## src/rtl/sr_cmd_gen.sv

```systemverilog
// Purpose : turns set/clear request pulses into timed, mutually exclusive s/r drive for an sr_ff and checks q.
// Latency : request -> s/r high 1 edge; request -> done HOLD_CYCLES+2 edges.
// Backpr. : no stall; while busy, one request of each kind is held pending and repeats coalesce.
module sr_cmd_gen #(
   parameter int HOLD_CYCLES  = 2,
   parameter int GUARD_CYCLES = 1,
   parameter int SET_PRIORITY = 0
) (
   input  logic clk,
   input  logic rst,
   input  logic set_req,
   input  logic clr_req,
   input  logic err_clr,
   input  logic q_fb,
   output logic s,
   output logic r,
   output logic busy,
   output logic done,
   output logic err
);

   localparam int MAXC = (HOLD_CYCLES > GUARD_CYCLES) ? HOLD_CYCLES : GUARD_CYCLES;
   localparam int CW   = $clog2(MAXC + 1);
   localparam logic [CW-1:0] HOLD_LD  = CW'(HOLD_CYCLES - 1);
   localparam logic [CW-1:0] GUARD_LD = CW'((GUARD_CYCLES > 0) ? (GUARD_CYCLES - 1) : 0);
   localparam logic [CW-1:0] CNT_ONE  = CW'(1);
   localparam logic SET_WINS = (SET_PRIORITY != 0);
   localparam logic NO_GUARD = (GUARD_CYCLES == 0);

   typedef enum logic [1:0] {IDLE, DRIVE, CHECK, GUARD} state_t;

   state_t        state, state_n;
   logic [CW-1:0] cnt, cnt_n;
   logic          tgt, tgt_n;
   logic          pend_set, pend_set_n;
   logic          pend_clr, pend_clr_n;
   logic          s_n, r_n, busy_n, done_n, err_n;

   logic launch_pt;
   logic src_pend;
   logic cand_set, cand_clr;
   logic take_set, take_clr;

   // Arbitration: the edge that leaves GUARD (or CHECK when GUARD is skipped) acts
   // like an IDLE edge so queued work keeps the minimum GUARD_CYCLES+1 gap.
   always_comb begin
      launch_pt = (state == IDLE)
               || (state == GUARD && cnt == '0)
               || (state == CHECK && NO_GUARD);
      src_pend  = pend_set | pend_clr;
      cand_set  = src_pend ? pend_set : set_req;
      cand_clr  = src_pend ? pend_clr : clr_req;
      take_set  = launch_pt & cand_set & (~cand_clr | SET_WINS);
      take_clr  = launch_pt & cand_clr & ~take_set;
   end

   // Next-state and next-output logic; outputs are all registered below.
   always_comb begin
      state_n    = state;
      cnt_n      = cnt;
      tgt_n      = tgt;
      s_n        = s;
      r_n        = r;
      done_n     = 1'b0;
      err_n      = err & ~err_clr;
      pend_set_n = pend_set | ((state != IDLE) & set_req);
      pend_clr_n = pend_clr | ((state != IDLE) & clr_req);

      case (state)
         IDLE: begin
            state_n = IDLE;
         end
         DRIVE: begin
            if (cnt == '0) begin
               s_n     = 1'b0;
               r_n     = 1'b0;
               state_n = CHECK;
            end else begin
               cnt_n = cnt - CNT_ONE;
            end
         end
         CHECK: begin
            done_n = 1'b1;
            if (q_fb != tgt) err_n = 1'b1;
            if (NO_GUARD) begin
               state_n = IDLE;
            end else begin
               state_n = GUARD;
               cnt_n   = GUARD_LD;
            end
         end
         GUARD: begin
            if (cnt == '0) state_n = IDLE;
            else           cnt_n   = cnt - CNT_ONE;
         end
         default: state_n = IDLE;
      endcase

      // A chosen command overrides the hand-back to IDLE and starts driving at once.
      if (take_set | take_clr) begin
         state_n    = DRIVE;
         cnt_n      = HOLD_LD;
         s_n        = take_set;
         r_n        = take_clr;
         tgt_n      = take_set;
         pend_set_n = (cand_set & ~take_set) | (src_pend & set_req);
         pend_clr_n = (cand_clr & ~take_clr) | (src_pend & clr_req);
      end

      busy_n = (state_n != IDLE);
   end

   // State, counter, pending bits and registered outputs; reset drops any command in flight.
   always_ff @(posedge clk or posedge rst) begin
      if (rst) begin
         state    <= IDLE;
         cnt      <= '0;
         tgt      <= 1'b0;
         pend_set <= 1'b0;
         pend_clr <= 1'b0;
         s        <= 1'b0;
         r        <= 1'b0;
         busy     <= 1'b0;
         done     <= 1'b0;
         err      <= 1'b0;
      end else begin
         state    <= state_n;
         cnt      <= cnt_n;
         tgt      <= tgt_n;
         pend_set <= pend_set_n;
         pend_clr <= pend_clr_n;
         s        <= s_n;
         r        <= r_n;
         busy     <= busy_n;
         done     <= done_n;
         err      <= err_n;
      end
   end

endmodule
```

## config.mk

```make
export PLATFORM = sky130hd
export DESIGN_NAME = sr_cmd_gen
export DESIGN_NICKNAME = d
export VERILOG_FILES = /design/src/rtl/sr_cmd_gen.sv
export SDC_FILE = /design/constraint.sdc
export NUM_CORES = 1
export LEC_CHECK = 0
export BUFFER_PORTS_ARGS = -buffer_cell sky130_fd_sc_hd__buf_2
export CAP_MARGIN = 20
export CORE_AREA = 2 2 39 41
export CTS_CLUSTER_SIZE = 12
export DETAILED_ROUTE_END_ITERATION = 6
export DIE_AREA = 0 0 41 43
export GPL_TIMING_DRIVEN = 0
export PLACE_DENSITY_LB_ADDON = 0.3
export SYNTH_ARGS = -nofsm -noshare
export SYNTH_HDL_FRONTEND = slang
export SYNTH_SLANG_ARGS = --single-unit
```

## constraint.sdc

```tcl
create_clock -name clk -period 2.1 [get_ports clk]
set_clock_uncertainty 0.1 [all_clocks]
set_input_delay 0.42 -clock clk [delete_from_list [all_inputs] [get_ports clk]]
set_output_delay 0.42 -clock clk [all_outputs]
set_load 0.01 [all_outputs]
```

# Word level (Yosys, flattened, before mapping)
# Index checks and enable logic that the tools add are counted.
[word_totals] reg_bits=12 input_bits=6 output_inout_bits=5 word_cells=67
[classes] n_addsub=1 n_eq_ne=5 mux=18 n_bitwise=21 reduce_logical=12
[op_table] op="$and 1x1->1" n=11
[op_table] op="$mux 1" n=11
[op_table] op="$mux 2" n=5
[op_table] op="$pmux 2 s4" n=1
[op_table] op="$reduce_bool 2->1" n=4
[op_table] op="$or 1x1->1" n=6
[op_table] op="$eq 2x2->1 const B" n=2
[op_table] op="$logic_not 2->1" n=2
[op_table] op="$not 1->1" n=4
[op_table] op="$pmux 2 s2" n=1
[op_table] op="$reduce_and 2->1" n=2
[op_table] op="$ne 3x2->1 const B" n=1
[op_table] op="$reduce_bool 3->1" n=1
[op_table] op="$eq 2x1->1 const B" n=1
[op_table] op="$reduce_or 2->1" n=1
[op_table] op="$sub 2x1->2 const B" n=1
[op_table] op="$logic_and 1x1->1" n=1
[op_table] op="$logic_or 1x1->1" n=1
[op_table] op="$ne 1x1->1" n=1

# Depth between registers and ports, before layout
[depth] depth_word=11 depth_mapped=6 mapped_depth_nobuf=6

# Least setup slack after synthesis
# Ideal clock, no wire load.
[synth_timing] kind="input -> register" startpoint="input port set_req" endpoint="register cnt[0]" arrival_ps=1336 t_required_ps=1862 path_slack_ps=526 cell_stages=4 path_cell_list="or4_4 > buf_6 > o31ai_1 > a21oi_1"
[synth_via] elab_chain_len=8 word_cells_on_any_way=10
[synth_lines] element="start: declaration" line="11" rtl="input logic set_req,"
[synth_lines] element="$mux 1 (*)" line="51" rtl="cand_set = src_pend ? pend_set : set_req;"
[synth_lines] element="$and 1x1->1 (*) (2 in series)" line="53" rtl="take_set = launch_pt & cand_set & (~cand_clr | SET_WINS);"
[synth_lines] element="$not 1->1" line="54" rtl="take_clr = launch_pt & cand_clr & ~take_set;"
[synth_lines] element="$and 1x1->1" line="54"
[synth_lines] element="$or 1x1->1 (*)" line="100" rtl="if (take_set | take_clr) begin"
[synth_lines] element="$ne 3x2->1 (no line) or $reduce_bool 3->1 (tied branches)"
[synth_lines] element="$reduce_and 2->1 (no line)"
[synth_lines] element="end signal: assignment" line="128" rtl="cnt <= cnt_n;"
[synth_lines] element="end: declaration" line="33" rtl="logic [CW-1:0] cnt, cnt_n;"
# Mark *: on every way between the ends. The rest lies on a longest branch, timed or not.
# A chain may end at the register's enable or synchronous reset.

# Worst setup path in the final report
[layout_timing] startpoint="register cnt[0]" endpoint="register pend_set"
[layout_via] elab_chain_len=9 word_cells_on_any_way=12
[layout_lines] element="$logic_not 2->1 (*)" line="48" rtl="|| (state == GUARD && cnt == '0)"
[layout_lines] element="$logic_and 1x1->1 (*)" line="48"
[layout_lines] element="$logic_or 1x1->1 (*)" line="48"
[layout_lines] element="$and 1x1->1 (2 in series)" line="53"
[layout_lines] element="$not 1->1" line="54, 106"
[layout_lines] element="$and 1x1->1 (on tied branches)" line="106, 54"
[layout_lines] element="$or 1x1->1 (on tied branches)" line="106, 100"
[layout_lines] element="$mux 1 (*)" line="100"
[layout_lines] element="via pend_set_n" line="35" rtl="logic pend_set, pend_set_n;"
[layout_lines] element="end signal: assignment" line="130" rtl="pend_set <= pend_set_n;"
[layout_lines] element="end: declaration" line="35"
# The timed path passes the listed nets; every way through them passes the cells marked *.

==> impl_metrics.env <==
export IMPL_outcome="finished, final reports clean"
export IMPL_synth_fa_ha_area_share_pct=5.243
export IMPL_synth_area_leaders="dfrtp_1 45%, inv_1 5.6%, o21ai_0 4.5%"
export IMPL_synth_ff_type="dfrtp_1"
export IMPL_yosys_warnings=0
export IMPL_yosys_area_share_simple_pct=12.92
export IMPL_synth_xor_area_share_pct=2.622
export IMPL_cts_clk_slew_worst_paths_ps=80
export IMPL_die_area_sq_um=1763
export IMPL_worstMarginPinSlew_ps=459.6
export IMPL_cts_root_buf="clkbuf_4"
export IMPL_min_period_ps=1688
export IMPL_netlist_top_cells_count="12 x dfrtp_1, 10 x inv_1, 6 x nor2_1, 6 x o21ai_0"
export IMPL_synthesis_area_sq_um=668.1
export IMPL_initial_core_util_pct=48.28
export IMPL_start_kind="flip-flop"
export IMPL_place_congestion=0.8584
export IMPL_io_buffers=10
export IMPL_yosysMostFrequentCell="dfrtp_1"
export IMPL_syn_mean_instance_area_sq_um=9.153
export IMPL_area_growth_pct=15.92
export IMPL_drtIter0Drc=26
export IMPL_post_route_period_util_pct=80.39
export IMPL_p_per_area_nw_per_um2=1460
export IMPL_p_total_uw=1131
export IMPL_synthesis_nets=81
export IMPL_yosysTopAreaCell="dfrtp_1"
export IMPL_routed_wl_um=1380
export IMPL_synth_edf_count=0
export IMPL_antenna_left=0
export IMPL_async_reset_ff_share_pct=100.0
export IMPL_grt_overflow=0
export IMPL_yosysSeqAreaShare_pct=44.94
export IMPL_die_w_um=41
export IMPL_numCtsBuffers=3
export IMPL_cts_tree="yes"
export IMPL_dr_pass1_iters=5
export IMPL_maxCapViolations=0
export IMPL_finalWorstSetupSlack_ps=411.9
export IMPL_via_count=587
export IMPL_p_leak_uw=0.0003738
export IMPL_synth_cell_type_count=29
export IMPL_first_global_vias=536
export IMPL_cp_data_required_time_ps=2150
export IMPL_worst_slew_margin_rel_pct=69.36
export IMPL_diodes=0
export IMPL_synth_compound_area_share_pct=25.84
export IMPL_setup_viol_count_final=0
export IMPL_cts_buffer_depth=2
export IMPL_hold_viol_final=0
export IMPL_grt_pass1_wl_um=2201
export IMPL_synth_seq_cells=12
export IMPL_avgViaCountPerCell=5.699
export IMPL_post_cts_buffers=0
export IMPL_grt_max_degree=13
export IMPL_dp_hpwl_um=986.6
export IMPL_cts_hold_buf=0
export IMPL_cts_sinks=12
export IMPL_row_count=14
export IMPL_vdd_ir_drop_worst_mv=0.6482
export IMPL_ctsHtreeMaxLevel=1
export IMPL_synth_top_area_share_pct=44.94
export IMPL_drive_gt1_share_pct=21.84
export IMPL_clk_insertion_delay_late_ps=270
export IMPL_io_pins=11
export IMPL_synth_top_family_by_area="compound AO/OA/AOI/OAI gates"
export IMPL_die_h_um=43
export IMPL_synth_area_mux_share_pct=0
export IMPL_path_max_fanout=7
export IMPL_rsz0062_at_grt="no"
export IMPL_syn_inst=73
export IMPL_finalSetupTns_ps=0
export IMPL_grt_antenna_before_repair=0
export IMPL_fin_util_pct=55.97
export IMPL_wl_per_cell_um=13.40
export IMPL_core_area_sq_um=1384
export IMPL_post_cts_resize_count=0
export IMPL_post_place_ws_ps=323.7
export IMPL_cp_arrival_ps=1740
export IMPL_crit_type="reg -> reg"
export IMPL_grt_use_total_pct=18.31
export IMPL_final_nets=96
export IMPL_hold_class="in -> async"
export IMPL_max_freq_mhz=592.4
export IMPL_finalMaxSlewViolations=0
export IMPL_worstSetupEndpointType="flip-flop"
export IMPL_drc_errors=0
[area by class of cell]
cell class	count	area (sq um)
clock buffer	4	36.28
timing repair buffer	10	50.05
inverter	10	37.54
multi-input combinational	48	311.5
fill	133	609.3
tap	16	20.02
sequential	12	300.3
buffer	3	18.77
[layout by cell type, fill, tap and decap left out]
| cell | count |
|---|---|
| dfrtp_1 | 12 |
| inv_1 | 10 |
| buf_2 | 10 |
| o21ai_0 | 6 |
| nor2_1 | 6 |
| a21oi_1 | 5 |
| nand2_1 | 5 |
| clkbuf_4 | 3 |
| buf_1 | 2 |
| o211ai_1 | 2 |
| o22ai_1 | 2 |
| o31ai_1 | 2 |
| o21ai_1 | 2 |
| ha_1 | 2 |
| maj3_1 | 1 |
| nor2b_1 | 1 |
| nand3_1 | 1 |
| nor3_1 | 1 |
| nand3b_1 | 1 |
| a21o_1 | 1 |
| or4_4 | 1 |
| buf_6 | 1 |
| nor3_2 | 1 |
| a21oi_2 | 1 |
| xor2_1 | 1 |
| o21a_1 | 1 |
| a32oi_1 | 1 |
| xnor2_1 | 1 |
| o22a_1 | 1 |
| o32ai_2 | 1 |
| a21boi_1 | 1 |
| clkbuf_8 | 1 |
[logic make-up after synthesis]
group / after synthesis
AO/OA/AOI/OAI: 26
AND/OR/NAND/NOR: 17
buffers and inverters: 13
flip-flops: 12
adder cells (fa/ha/maj): 3
XOR/XNOR: 2
[routing by layer]
layer  global-route usage (%)  share of wire, %
met1                    21.81                43
met2                    30.94                49
met3                    3.141               6.3
met4                    6.667               1.5
met5                        0                 0
[critical path, cell delays in order, from the launching register on]
cell and delay, ps:
dfrtp_1 410, inv_1 110, ha_1 310, nand3_1 160, o21a_1 200, o21ai_0 200
a32oi_1 80
[state kept, by name, summed over array words and instances (netlist names)]
| register | cells |
|---|---|
| done | 1 |
| s | 1 |
| busy | 1 |
| cnt | 2 |
| state | 2 |
| r | 1 |
| pend_clr | 1 |
| err | 1 |
| pend_set | 1 |
| tgt | 1 |
[report_power, final]
group          switching [uW]  internal (uW)
Sequential               65.2            328
Combinational             333            221
Clock                    78.4            105
Total                     476            654
[through the flow]
stage,std cells,hold WS (ps),instance area (sq um)
2_1_floorplan,73,184.7,668.1
3_3_place_gp,99,341.1,738.2
3_5_place_dp,99,345.7,738.2
4_1_cts,103,56.37,774.5
5_1_grt,103,68.54,774.5
6_report,103,32.81,774.5
[final timing paths]
kind,startpoint,slack (ps),to,cells past startpoint
worst min register to register,s$_DFFE_PP0P_,420,s$_DFFE_PP0P_,1
worst max-delay path,cnt[0]$_DFFE_PP0P_,410,pend_set$_DFF_PP0_,6
min in group clk,err_clr,230,err$_DFF_PP0_,2
worst max register to register,cnt[0]$_DFFE_PP0P_,410,pend_set$_DFF_PP0_,6
max in group asynchronous,rst,1560,pend_clr$_DFF_PP0_,2
worst min-delay path,rst,30,busy$_DFF_PP0_,2
No activity file was read; power rests on OpenSTA's default activity.
